**src/rtl/fft_result_streamer.sv**
```systemverilog
// fft_result_streamer: streams 16 FFT results from memory over valid/ready with optional bit-reversal and scaling
module fft_result_streamer #(
  parameter bit BIT_REVERSE = 1'b1
) (
  input  logic        clk,
  input  logic        rst,
  input  logic        start,
  input  logic [1:0]  scale_shift,
  output logic        busy,
  output logic        mem_lock,
  output logic        done,
  output logic [3:0]  rd_addr,
  input  logic [31:0] rd_data,
  output logic [31:0] out_data,
  output logic [3:0]  out_index,
  output logic        out_valid,
  input  logic        out_ready,
  output logic        out_last
);
  typedef enum logic {IDLE, STREAM} state_t;
  state_t state_q, state_d;
  logic [4:0] cnt_q, cnt_d;
  logic [1:0] shift_q, shift_d;
  logic [31:0] data_q, data_d;
  logic [3:0] index_q, index_d;
  logic valid_q, valid_d, last_q, last_d, done_q, done_d, load;
  logic signed [15:0] re_s, im_s;
  always_comb begin
    re_s = $signed(rd_data[31:16]) >>> shift_q;
    im_s = $signed(rd_data[15:0]) >>> shift_q;
    load = state_q == STREAM && !cnt_q[4] && (!valid_q || out_ready);
    state_d = state_q;
    cnt_d = cnt_q;
    shift_d = shift_q;
    data_d = data_q;
    index_d = index_q;
    valid_d = valid_q;
    last_d = last_q;
    done_d = 1'b0;
    if (state_q == IDLE && start) begin
      state_d = STREAM;
      cnt_d = 5'd0;
      shift_d = scale_shift;
    end
    if (load) begin
      data_d = {re_s, im_s};
      index_d = cnt_q[3:0];
      last_d = cnt_q[3:0] == 4'd15;
      valid_d = 1'b1;
      cnt_d = cnt_q + 5'd1;
    end else if (state_q == STREAM && cnt_q[4] && valid_q && out_ready) begin
      valid_d = 1'b0;
      last_d = 1'b0;
      state_d = IDLE;
      done_d = 1'b1;
    end
  end
  always_ff @(posedge clk or posedge rst) begin
    if (rst) begin
      state_q <= IDLE;
      cnt_q <= '0;
      shift_q <= '0;
      data_q <= '0;
      index_q <= '0;
      valid_q <= 1'b0;
      last_q <= 1'b0;
      done_q <= 1'b0;
    end else begin
      state_q <= state_d;
      cnt_q <= cnt_d;
      shift_q <= shift_d;
      data_q <= data_d;
      index_q <= index_d;
      valid_q <= valid_d;
      last_q <= last_d;
      done_q <= done_d;
    end
  end
  assign busy = state_q == STREAM;
  assign mem_lock = busy;
  assign done = done_q;
  assign rd_addr = state_q != STREAM ? 4'd0 :
                   BIT_REVERSE ? {cnt_q[0], cnt_q[1], cnt_q[2], cnt_q[3]} : cnt_q[3:0];
  assign out_data = data_q;
  assign out_index = index_q;
  assign out_valid = valid_q;
  assign out_last = last_q;
endmodule

```
**config.mk**
```make
export PLATFORM = sky130hd
export DESIGN_NAME = fft_result_streamer
export DESIGN_NICKNAME = d
export VERILOG_FILES = /design/src/rtl/fft_result_streamer.sv
export SDC_FILE = /design/constraint.sdc
export NUM_CORES = 1
export LEC_CHECK = 0
export ABC_AREA = 1
export ABC_CLOCK_PERIOD_IN_PS = 1810
export CAP_MARGIN = 25
export CORE_UTILIZATION = 30
export DETAILED_ROUTE_END_ITERATION = 8
export PLACE_DENSITY = 0.55
export REMOVE_ABC_BUFFERS = 1
export SLEW_MARGIN = 10
export SYNTH_ARGS = -nofsm -noshare
export SYNTH_HDL_FRONTEND = slang
export SYNTH_SLANG_ARGS = --single-unit
export TNS_END_PERCENT = 20
```
**constraint.sdc**
```tcl
create_clock -name clk -period 1.81 [get_ports clk]
set_input_delay 0.362 -clock clk [delete_from_list [all_inputs] [get_ports clk]]
set_output_delay 0.362 -clock clk [all_outputs]
set_load 0.02 [all_outputs]
```
## After elaboration in Yosys (flattened, before gate mapping)

Index checks and enable logic that the tools add are counted.

| operators by class | value |
|---|---|
| add/subtract/negate cells | 1 |
| eq/ne operators | 1 |
| shift-type cells | 2 |
| mux-type cells | 11 |
| bitwise logic cells | 1 |
| reduce and logical (&&, ||, !) cells | 11 |

Operators by type and width:

| operator | count |
|---|---|
| $sshr 16x2->16 | 2 |
| $mux 5 | 2 |
| $mux 1 | 8 |
| $logic_and 1x1->1 | 6 |
| $add 5x1->5 const B | 1 |
| $eq 4x4->1 const B | 1 |
| $mux 4 | 1 |
| $reduce_bool 2->1 | 2 |
| $logic_not 1->1 | 2 |
| $logic_or 1x1->1 | 1 |
| $not 1->1 | 1 |

| word-level totals | value |
|---|---|
| register bits | 47 |
| bits of input ports | 38 |
| output and inout port bits | 45 |
| word-level logic and storage cells | 35 |

## Depth between registers and ports, before layout

Gate-level depths: netlist (run 1).

| logic depth | value |
|---|---|
| depth in word-level cells | 5 |
| depth in mapped cells | 8 |
| mapped depth without buffers | 6 |

## Least setup slack after synthesis (run 1)

Ideal clock, no wire load.

| path | value |
|---|---|
| path kind | reg-to-reg |
| start | register state_q, in the netlist busy |
| end | register data_q[10], in the netlist out_data[10] |
| setup time | 0.117 ns |
| arrival | 1.142 ns |
| required time | 1.693 ns |
| slack | 0.551 ns |
| stages on the path, launching flop included | 9 |
| path buffers | 3 |
| period minus slack after synthesis | 1.259 ns |
| cell sequence | dfrtp_1 > buf_6 > inv_2 > nor2_2 > nand2_1 > buf_6 > buf_6 > nand2_1 > nand2_1 |

| on the way | value |
|---|---|
| longest elaborated chain between the ends | 2 |

RTL lines:

| element | line | text |
|---|---|---|
| from (decl) | 21 | `state_t state_q, state_d;` |
| from (signal assigned) | 69 | `state_q <= state_d;` |
| $logic_and 1x1->1 (2 in a row) | 31 | `load = state_q == STREAM && !cnt_q[4] && (!valid_q \|\| out_ready);` |
| to (signal assigned) | 72 | `data_q <= data_d;` |
| to (decl) | 24 | `logic [31:0] data_q, data_d;` |

Every way passes these cells.
A chain may end at the register's enable or synchronous reset.

## Worst setup path after layout (run 1)

| path | value |
|---|---|
| start | register state_q, in the netlist busy |
| end | output busy |

RTL lines:

| element | line | text |
|---|---|---|
| to (decl) | 9 | `output logic busy,` |

No word-level cell between the ends.

==> results by group, run 1 <==
Outcome
  • Status: finished, final reports clean

Critical path
  • CP Data Required Time: 1450 ps
  • Delay-heaviest family, CP: buffers and inverters
  • Worst Path Max Fanout: 7
  • WP buf/inv: 1
  • Crit path DAT: 1330 ps
  • Critical path's largest stage delay: 620 ps
  • Cell chain of the critical path: clkdlybuf4s50_1
  • Startpoint Class: flop
  • WS Path Type: flop to output pin
  • Nature of the critical path endpoint: output pin
  • Worst-path cell with the longest stage delay: clkdlybuf4s50_1

Floorplanning
  • Initial Utilization: 31.3%
  • Die area: 8980 um2
  • Core Box Area: 8260 um2
  • Die span in x: 94.8 um
  • Ports: 83
  • Row cnt: 33
  • Chip Height: 94.8 um

Routing
  • WL/cell: 13.0 um
  • Final wirelength: 7070 um
  • DR DRC count: 0
  • Via Count: 2,552
  • 1st-pass router iterations: 5
  • DR iter-0 viols: 194
  • Post-route ant nets: 0
  • DR vias/cell: 4.69

Synthesis
  • Cells after Synth: 361
  • Post-synth top area share: 45.6%
  • #FFs+latches synth: 47
  • Avg Cell Area, Syn: 7.15 um2
  • Post-synthesis xor/xnor area fraction: 0%
  • Cell variety after synth: 16
  • Mux share of post-synthesis cell area: 0%
  • Largest family of logic cells by synthesized area: simple AND/OR/NAND/NOR gates
  • Synthesis Warnings: 0
  • Post-Syn Area: 2580 um2
  • Synth top area cells: dfrtp_1 46%, nand2_1 24%, nand3_1 16%, buf_6 3.5%, inv_1 3.1%
  • Cell taking the most area after synthesis: dfrtp_1
  • Adder-Cell Fraction of Synth Area: 0.485%
  • Synth Area in Compound Gates: 2.52%
  • Post-synthesis simple-gate area fraction: 42.1%
  • Sequential area share after synthesis: 45.6%

STA
  • Tcrit/Tclk final: 93.6%
  • Worst relative slew slack: 46.0%
  • Clock skew: 4.97 ps
  • Final setup violating endpoints: 0
  • Slew Limit Fails: 0
  • Fin. Hold Viols: 0
  • Fin crit period: 1690 ps
  • Fmax: 591 MHz
  • Sum Neg Setup Slack: 0 ps
  • Unrepaired setup endpoints after global routing: no
  • Worst-margin pin slew: 809 ps

Clocking
  • CTS Buffer Depth: 2
  • Root buf cell: clkbuf_8
  • CTS tree: done
  • Clk pin slew, worst setup/hold paths: 80 ps
  • Cts hold-fix bufs: 0
  • Clock buffer count from CTS: 5
  • H-tree Lvls: 2
  • Clk Latency, worst-skew pair: 300 ps
  • TritonCTS Sinks: 47

Pwr
  • Total power: 6.57 mW
  • Leak: 1.83 nW
  • Pwr Density: 1830 nW/um2
  • Max VDD drop: 0.585 mV

Final layout
  • Antenna diode count: 0
  • Share of cells above drive strength 1: 5.92%
  • Net count, final: 478
  • Final std cells w/o fill: 544
  • Commonest non-fill, non-tap cell in the layout: nand2_1
  • Commonest cells after routing, fill and taps aside: 162 x nand2_1, 83 x nand3_1, 78 x clkdlybuf4s50_1
  • Area grow syn2layout: 39.3%
  • Post-route cell area: 3600 um2

GRT
  • Largest net degree at the start of global routing: 46
  • First-pass GRT wire length: 11,700 um
  • Total GRT Usage: 16.7%
  • Number of global-route vias before repair: 2,365
  • Initial antenna violation count: 0
  • GRT Residual Overflow: 0

Place
  • Detail Placement HPWL: 4960 um
  • Area after DPL: 3480 um2
  • PortBufs: 82
  • Gpl congestion: 0.776
  • Placed Cells: 535

Flow run
  • MaxCap Viol Count: 0

Min path
  • Worst Hold Class: input pin to asynchronous set/reset pin
## metal layers
metal	track usage [%]	vias to the layer above	share of wire [%]
li1	-	1304	-
met1	23.4	1170	47
met2	27.0	70	48
met3	2.33	8	4.2
met4	4.17	0	1.2
met5	0	-	0
## flip-flops by register name, summed over array words and instances (netlist names)
signal,flops
done,1
out_valid,1
out_index,4
cnt_q,5
out_last,1
out_data,32
shift_q,2
busy,1
## path summary, 6_finish.rpt
path	to	cells past startpoint	startpoint	slack (ps)
setup / recovery	busy	1	busy	120
hold / removal	out_index[1]	2	rst	240
setup reg to reg	out_data[2]	5	busy	210
hold reg to reg	out_data[12]	2	out_data[12]	480
max in group asynchronous	busy	3	rst	1160
min in group clk	out_data[12]	2	out_data[12]	480
## layout make-up
cell class                 instances  area, um2
timing repair buffer              93        947
clock inverter                     1       5.00
multi-input combinational        270       1170
fill                             894       4660
clock buffer                       6       82.6
inverter                          22       82.6
tap                              105        131
sequential                        47       1180
## cells by family after synthesis
| group | Yosys count |
|---|---|
| AO/OA/AOI/OAI | 13 |
| adder cells (fa/ha/maj) | 1 |
| AND/OR/NAND/NOR | 256 |
| buffers and inverters | 44 |
| flip-flops | 47 |
## worst register-to-register path: stages (launching register included)
cell,delay (ps)
dfrtp_2,420
buf_4,160
nand2_4,60
nor2_4,610
nand3_1,200
nand2_1,90
## cells in the mapped netlist (all sizes together)
cell and instances:
clkbuf 3, dfrtp 47, nand4 1, buf 19
o21ai 13, ha 1, nand3 84, nand2 163
inv 22, nor2 8
## power breakdown
| part | internal [mW] | switching, mW | leakage [nW] | total, mW |
|---|---|---|---|---|
| combinational | 1.68 | 2.41 | 1.21 | 4.09 |
| sequential | 1.55 | 0.287 | 0.574 | 1.84 |
| clock | 0.300 | 0.339 | 0.0470 | 0.639 |
| total | 3.54 | 3.03 | 1.83 | 6.57 |
## what timing repair did
item / 4_1_cts / 5_1_grt
endpoints found under the setup margin: 6 / 5
pin swaps: 0 / 1
buffers inserted: 2 / 0
endpoints found under the hold margin: 0 / 0
resized for setup: 2 / 5
## through the flow
step	utilization (%)	setup WS (ps)	hold slack (ps)
after floorplan	-	-66.5	483
after global placement	42.1	-86.2	464
after detailed placement	42.1	-151	466
after CTS	43.4	0.0673	231
after global routing	43.5	63.3	244
final	43.5	117	240
(Power assumes the default switching activity.)
==> run 2: changes to the inputs <==
- PLACE_DENSITY: 0.55 -> 0.65
==> run 2 against run 1 <==
Against the previous run:
- utilization is 0.23 points lower
- count of clock-buffer cells in the layout did not move
- sequential share of layout area rose by 0.21 points
- register-to-register slack is essentially flat
- global-route usage down 0.31 points
- non-clock buffer count is 1 lower
- routed wire length fell by 1.7%
- fmax fell by 0.42%
- clock power shrank 2%
- combinational power shrank 2%
- clock skew down 1.4 ps
- worst hold slack better by 170 ps
- critical path type unchanged
==> results by group, run 2 (synthesis results as in run 1) <==
Outcome
  • Status: finished, final reports clean

Pwr
  • Reg power frac: 28.8% (+0.8 points)
  • Net Switching: 3.01 mW (-0.76%)
  • Net Sw Frac: 46.1% (-0.048 points)
  • Logic pwr share: 61.5% (-0.7 points)
  • Clock power share: 9.6% (about the same)
  • Leak: 1.82 nW (-0.47%)
  • Total power: 6.52 mW (-0.66%)
  • Max VDD drop: 0.516 mV (-12%)
  • Pwr Density: 1820 nW/um2 (-0.14%)
  • Cell internal pwr: 3.52 mW (-0.57%)

Routing
  • WL/cell: 12.8 um (-1.6%)
  • DR DRC count: 0 (unchanged)
  • Post-route ant nets: 0 (unchanged)
  • Final wirelength: 6950 um (-1.7%)
  • Via Count: 2,588 (+1.4%)
  • DR vias/cell: 4.77 (+1.6%)
  • DR iter-0 viols: 151 (-22%)
  • 1st-pass router iterations: 4 (-1)

Place
  • Area after DPL: 3450 um2 (-0.79%)
  • PortBufs: 82 (unchanged)
  • Gpl congestion: 0.791 (+1.9%)
  • Detail Placement HPWL: 4790 um (-3.4%)

STA
  • Fmax: 588 MHz (-0.42%)
  • Clock skew: 3.60 ps (-1.37 ps)
  • Worst-margin pin slew: 853 ps (+44.9 ps)
  • Fin crit period: 1700 ps (+7.17 ps)
  • Slew Limit Fails: 0 (unchanged)
  • Unrepaired setup endpoints after global routing: no
  • Final setup violating endpoints: 0 (unchanged)
  • Fin. Hold Viols: 0 (unchanged)
  • Tcrit/Tclk final: 94.0% (+0.40 points)
  • Worst relative slew slack: 43.0% (-3.0 points)

Critical path
  • CP Data Required Time: 1450 ps (about the same)
  • WP buf/inv: 1 (unchanged)
  • Reg2reg end: cnt_q[4]
  • R2r startpoint: busy
  • WS Path Type: flop to output pin
  • Worst-path cell with the longest stage delay: clkdlybuf4s50_1
  • Delay-heaviest family, CP: buffers and inverters
  • Startpoint Class: flop
  • Nature of the critical path endpoint: output pin
  • Crit path to: busy
  • Critical Path Stages: 1 (unchanged)
  • Worst Setup SP: busy
  • Critical path's largest stage delay: 620 ps (about the same)
  • Worst Path Max Fanout: 8 (+1)
  • Crit path DAT: 1340 ps (about the same)
  • Reg2Reg Depth: 5 (unchanged)
  • Cell chain of the critical path: clkdlybuf4s50_1
  • R2R Setup Slk: 200 ps (about the same)

Final layout
  • Commonest cells after routing, fill and taps aside: 162 x nand2_1, 83 x nand3_1, 78 x clkdlybuf4s50_1
  • Share of cells above drive strength 1: 5.94% (+0.014 points)
  • Max reg flops: 32 (unchanged)
  • Seq. cell area: 1180 um2 (+0.11%)
  • Antenna diode count: 0 (unchanged)
  • Net count, final: 477 (-0.21%)
  • Fillcell total: 854 (-4.5%)
  • Area grow syn2layout: 38.6%
  • Commonest non-fill, non-tap cell in the layout: nand2_1
  • Post-route cell area: 3580 um2 (-0.52%)
  • Multi-input logic area: 1170 um2 (unchanged)

Flow run
  • MaxCap Viol Count: 0 (unchanged)

Floorplanning
  • Core Box Area: 8260 um2 (unchanged)
  • Die span in x: 94.8 um (unchanged)
  • Row cnt: 33 (unchanged)
  • Chip Height: 94.8 um (unchanged)
  • Initial Utilization: 31.3% (unchanged)
  • Ports: 83 (unchanged)
  • Die area: 8980 um2 (unchanged)

GRT
  • Number of global-route vias before repair: 2,427 (+2.6%)
  • Initial antenna violation count: 0 (unchanged)
  • Total GRT Usage: 16.4% (-0.31 points)
  • GRT Residual Overflow: 0 (unchanged)
  • Largest net degree at the start of global routing: 48 (+4.3%)
  • First-pass GRT wire length: 11,600 um (-1.1%)

Clocking
  • H-tree Lvls: 2 (unchanged)
  • Root buf cell: clkbuf_8
  • Clock buffer count from CTS: 5 (unchanged)
  • Clk Latency, worst-skew pair: 290 ps (about the same)
  • Clk pin slew, worst setup/hold paths: 80 ps (about the same)
  • TritonCTS Sinks: 47 (unchanged)
  • CTS tree: done
  • Cts hold-fix bufs: 0 (unchanged)
  • CTS Buffer Depth: 2 (unchanged)

Min path
  • Worst Hold Class: input pin to asynchronous set/reset pin
run 2: cell types whose count changed in the layout (fill, tap and decap cells not counted):
cell,delta
dfrtp_1,-1
buf_12,-1
dfrtp_2,+1
run 2: cell type report:
type | instances | area share, %
clock inverters | 1 | 0.140
well taps | 105 | 3.67
inverters | 22 | 2.31
repair buffers | 92 | 25.9
multi-input cells | 270 | 32.7
clock buffers | 6 | 2.31
flip-flops and latches | 47 | 33.0
run 2: power groups by stage:
stage | clock network (mW) | logic, mW | registers (mW)
5_1_grt | 0.694 | 4.48 | 1.96
2_1_floorplan | 0 | 1.66 | 2.50
6_report | 0.628 | 4.02 | 1.88
3_5_place_dp | 0 | 3.98 | 1.91
3_3_place_gp | 0 | 3.92 | 1.91
4_1_cts | 0.660 | 4.04 | 1.89
run 2: worst min-delay path by stage:
stage               depth (start not counted)           start            to
CTS                                         3             rst  out_data[15]
global placement                            2    out_data[19]  out_data[19]
finish                                      3             rst  out_data[29]
floorplan                                   2  scale_shift[0]    shift_q[0]
global route                                3             rst  out_data[15]
detailed placement                          2    out_data[22]  out_data[22]
run 2: per-stage QoR:
stage	cells	setup slack (ps)	hold slack, ps	TNS, ps	util [%]
2_1_floorplan	339	-66.5	483	-375	-
3_3_place_gp	533	-86.6	464	-1360	41.8
3_5_place_dp	533	-182	465	-2810	41.8
4_1_cts	543	5.32	415	0	43.2
5_1_grt	543	29.4	439	0	43.3
6_report	543	109	411	0	43.3
run 2: what timing repair did:
action / 4_1_cts / 5_1_grt
setup buffers: 3 / 0
endpoints found under the setup margin: 6 / 5
gates resized for setup: 3 / 5
gates cloned: 0 / 0
pin swaps: 0 / 1
run 2: per-layer routing:
metal / track usage [%] / wire, um / part of all wire [%] / vias to the layer above
met5: 0 / 0 / 0 / -
met4: 4.29 / 72 / 1.0 / 0
met3: 2.01 / 278 / 4.0 / 7
met2: 27.0 / 3300 / 48 / 71
met1: 22.6 / 3300 / 47 / 1200
li1: - / - / - / 1310
==> run 3: changes to the inputs <==
- ABC_CLOCK_PERIOD_IN_PS: 1810 -> 1600
- clock period: 1.81 -> 1.6 ns (I/O delays scaled with it)
==> run 3 against run 2 <==
Against the previous run:
- first-iteration DRC count up 1.3%
- sequential cell count unchanged
- clock skew up 9.1 ps
- global-route usage up 0.45 points
- cell count up 0.74%
- sequential power up 12%
- critical path depth up 1
- non-clock buffer count up 2
- routed wire length up 2.2%
- critical endpoint is now mem_lock
- largest cell class unchanged
- largest power group unchanged
==> results by group, run 3 (synthesis results as in run 1) <==
Clocking
  • H-tree Lvls: 2 (unchanged)
  • Root buf cell: clkbuf_8
  • Clk pin slew, worst setup/hold paths: 90 ps (about the same)
  • CTS tree: done
  • Cts hold-fix bufs: 0 (unchanged)
  • CTS Buffer Depth: 2 (unchanged)
  • Clk Latency, worst-skew pair: 300 ps (about the same)
  • Clock buffer count from CTS: 5 (unchanged)
  • TritonCTS Sinks: 47 (unchanged)

STA
  • Worst relative slew slack: 67.9% (+25 points)
  • Fin crit period: 1530 ps
  • Unrepaired setup endpoints after global routing: no
  • Final setup violating endpoints: 0 (unchanged)
  • Fmax: 653 MHz
  • Worst-margin pin slew: 480 ps (-373 ps)
  • Clock skew: 12.7 ps (+9.13 ps)
  • Worst Slack Setup Final: 68.6 ps (-40.8 ps)
  • Slew Limit Fails: 0 (unchanged)
  • Fin. Hold Viols: 0 (unchanged)
  • Tcrit/Tclk final: 95.7%

Routing
  • WL/cell: 13.0 um (+1.5%)
  • Final wirelength: 7100 um (+2.2%)
  • DR iter-0 viols: 153 (+1.3%)
  • DR vias/cell: 4.72 (-0.92%)
  • DR DRC count: 0 (unchanged)
  • 1st-pass router iterations: 5 (+1)
  • Post-route ant nets: 0 (unchanged)
  • Via Count: 2,583 (-0.19%)

Floorplanning
  • Initial Utilization: 31.3% (unchanged)
  • Core Box Area: 8260 um2 (unchanged)
  • Chip Height: 94.8 um (unchanged)
  • Die span in x: 94.8 um (unchanged)
  • Row cnt: 33 (unchanged)
  • Die area: 8980 um2 (unchanged)
  • Ports: 83 (unchanged)

GRT
  • Total GRT Usage: 16.8% (+0.45 points)
  • Initial antenna violation count: 0 (unchanged)
  • Largest net degree at the start of global routing: 48 (unchanged)
  • First-pass GRT wire length: 11,700 um (+1.2%)
  • GRT Residual Overflow: 0 (unchanged)
  • Number of global-route vias before repair: 2,419 (-0.33%)

Min path
  • Worst Hold Class: input pin to asynchronous set/reset pin

Final layout
  • Multi-input logic area: 1170 um2 (+0.54%)
  • Share of cells above drive strength 1: 6.33% (+0.40 points)
  • Final core utilization: 43.9% (+0.55 points)
  • Commonest non-fill, non-tap cell in the layout: nand2_1
  • Seq. cell area: 1180 um2 (-0.11%)
  • Antenna diode count: 0 (unchanged)
  • Max reg flops: 32 (unchanged)
  • Fillcell total: 881 (+3.2%)
  • Net count, final: 480 (+0.63%)
  • Commonest cells after routing, fill and taps aside: 162 x nand2_1, 84 x nand3_1, 45 x dfrtp_1
  • Area grow syn2layout: 40.3%

Critical path
  • Reg2Reg Depth: 5 (unchanged)
  • Critical path's largest stage delay: 460 ps (-160 ps)
  • R2R Setup Slk: 210 ps (about the same)
  • WS Path Type: flop to output pin
  • Crit path DAT: 1210 ps (-130 ps)
  • WP buf/inv: 2 (+1)
  • Nature of the critical path endpoint: output pin
  • Startpoint Class: flop
  • Reg2reg end: cnt_q[4]
  • CP Data Required Time: 1280 ps (-170 ps)
  • Cell chain of the critical path: buf_4, dlygate4sd2_1
  • Worst Path Max Fanout: 8 (unchanged)
  • Delay-heaviest family, CP: flip-flops
  • R2r startpoint: busy
  • Worst-path cell with the longest stage delay: dfrtp_2

Outcome
  • Status: finished, final reports clean

Place
  • Detail Placement HPWL: 4830 um (+0.80%)
  • Gpl congestion: 0.808 (+2.2%)
  • PortBufs: 82 (unchanged)
  • Pre-CTS setup slack: -307 ps (-125 ps)

Flow run
  • MaxCap Viol Count: 0 (unchanged)

Pwr
  • Max VDD drop: 0.704 mV (+36%)
  • Leak: 2.03 nW (+12%)
  • Pwr Density: 2030 nW/um2 (+11%)
-- run 3: cell type report --
cell class,instances,area share (%)
inverter,22,2.28
clock buffer,6,2.28
clock inverter,2,0.967
timing repair buffer,94,25.9
multi-input combinational,271,32.4
tap,105,3.63
sequential,47,32.5
-- run 3: worst min-delay path: cells and delay by family --
| family | cells | cell delay [ps] |
|---|---|---|
| buf+inv | 3 | 720 |
-- run 3: routing by layer --
layer	up-vias	routed length, um	part of all wire, %	global-route usage [%]
met5	-	0	0	0
met4	0	98	1.4	4.67
met3	9	374	5.3	2.90
met2	74	3320	47	26.7
met1	1186	3310	47	23.5
li1	1314	-	-	-
-- run 3: power breakdown --
group,switching [mW],internal [mW]
clock network,0.407,0.506
logic,2.70,1.64
registers,0.346,1.76
-- run 3: what timing repair did --
item / in CTS / in global routing
pin swaps: 1 / 0
endpoints found under the setup margin: 61 / 27
endpoints found under the hold margin: 0 / 0
gates resized for setup: 31 / 16
gates cloned: 1 / 0
buffers inserted: 1 / 0
-- run 3: metrics by stage --
step	cells	total power [mW]	setup TNS (ps)	area (um2)	hold slack, ps
after floorplan	339	4.71	-8570	2420	441
after global placement	537	6.65	-7090	3480	467
after detailed placement	537	6.70	-7020	3480	466
after CTS	547	7.44	0	3580	370
after global routing	547	8.03	0	3620	377
final	547	7.35	0	3620	355
-- run 3: worst max path at each step --
stage,end,slack [ps],startpoint,cells past startpoint
global placement,cnt_q[4],-250,out_ready,5
floorplan,cnt_q[0],-280,busy,5
CTS,out_data[17],2,out_data[17],1
global route,rd_addr[0],10,cnt_q[3],3
finish,mem_lock,70,busy,2
detailed placement,out_last,-310,out_ready,5
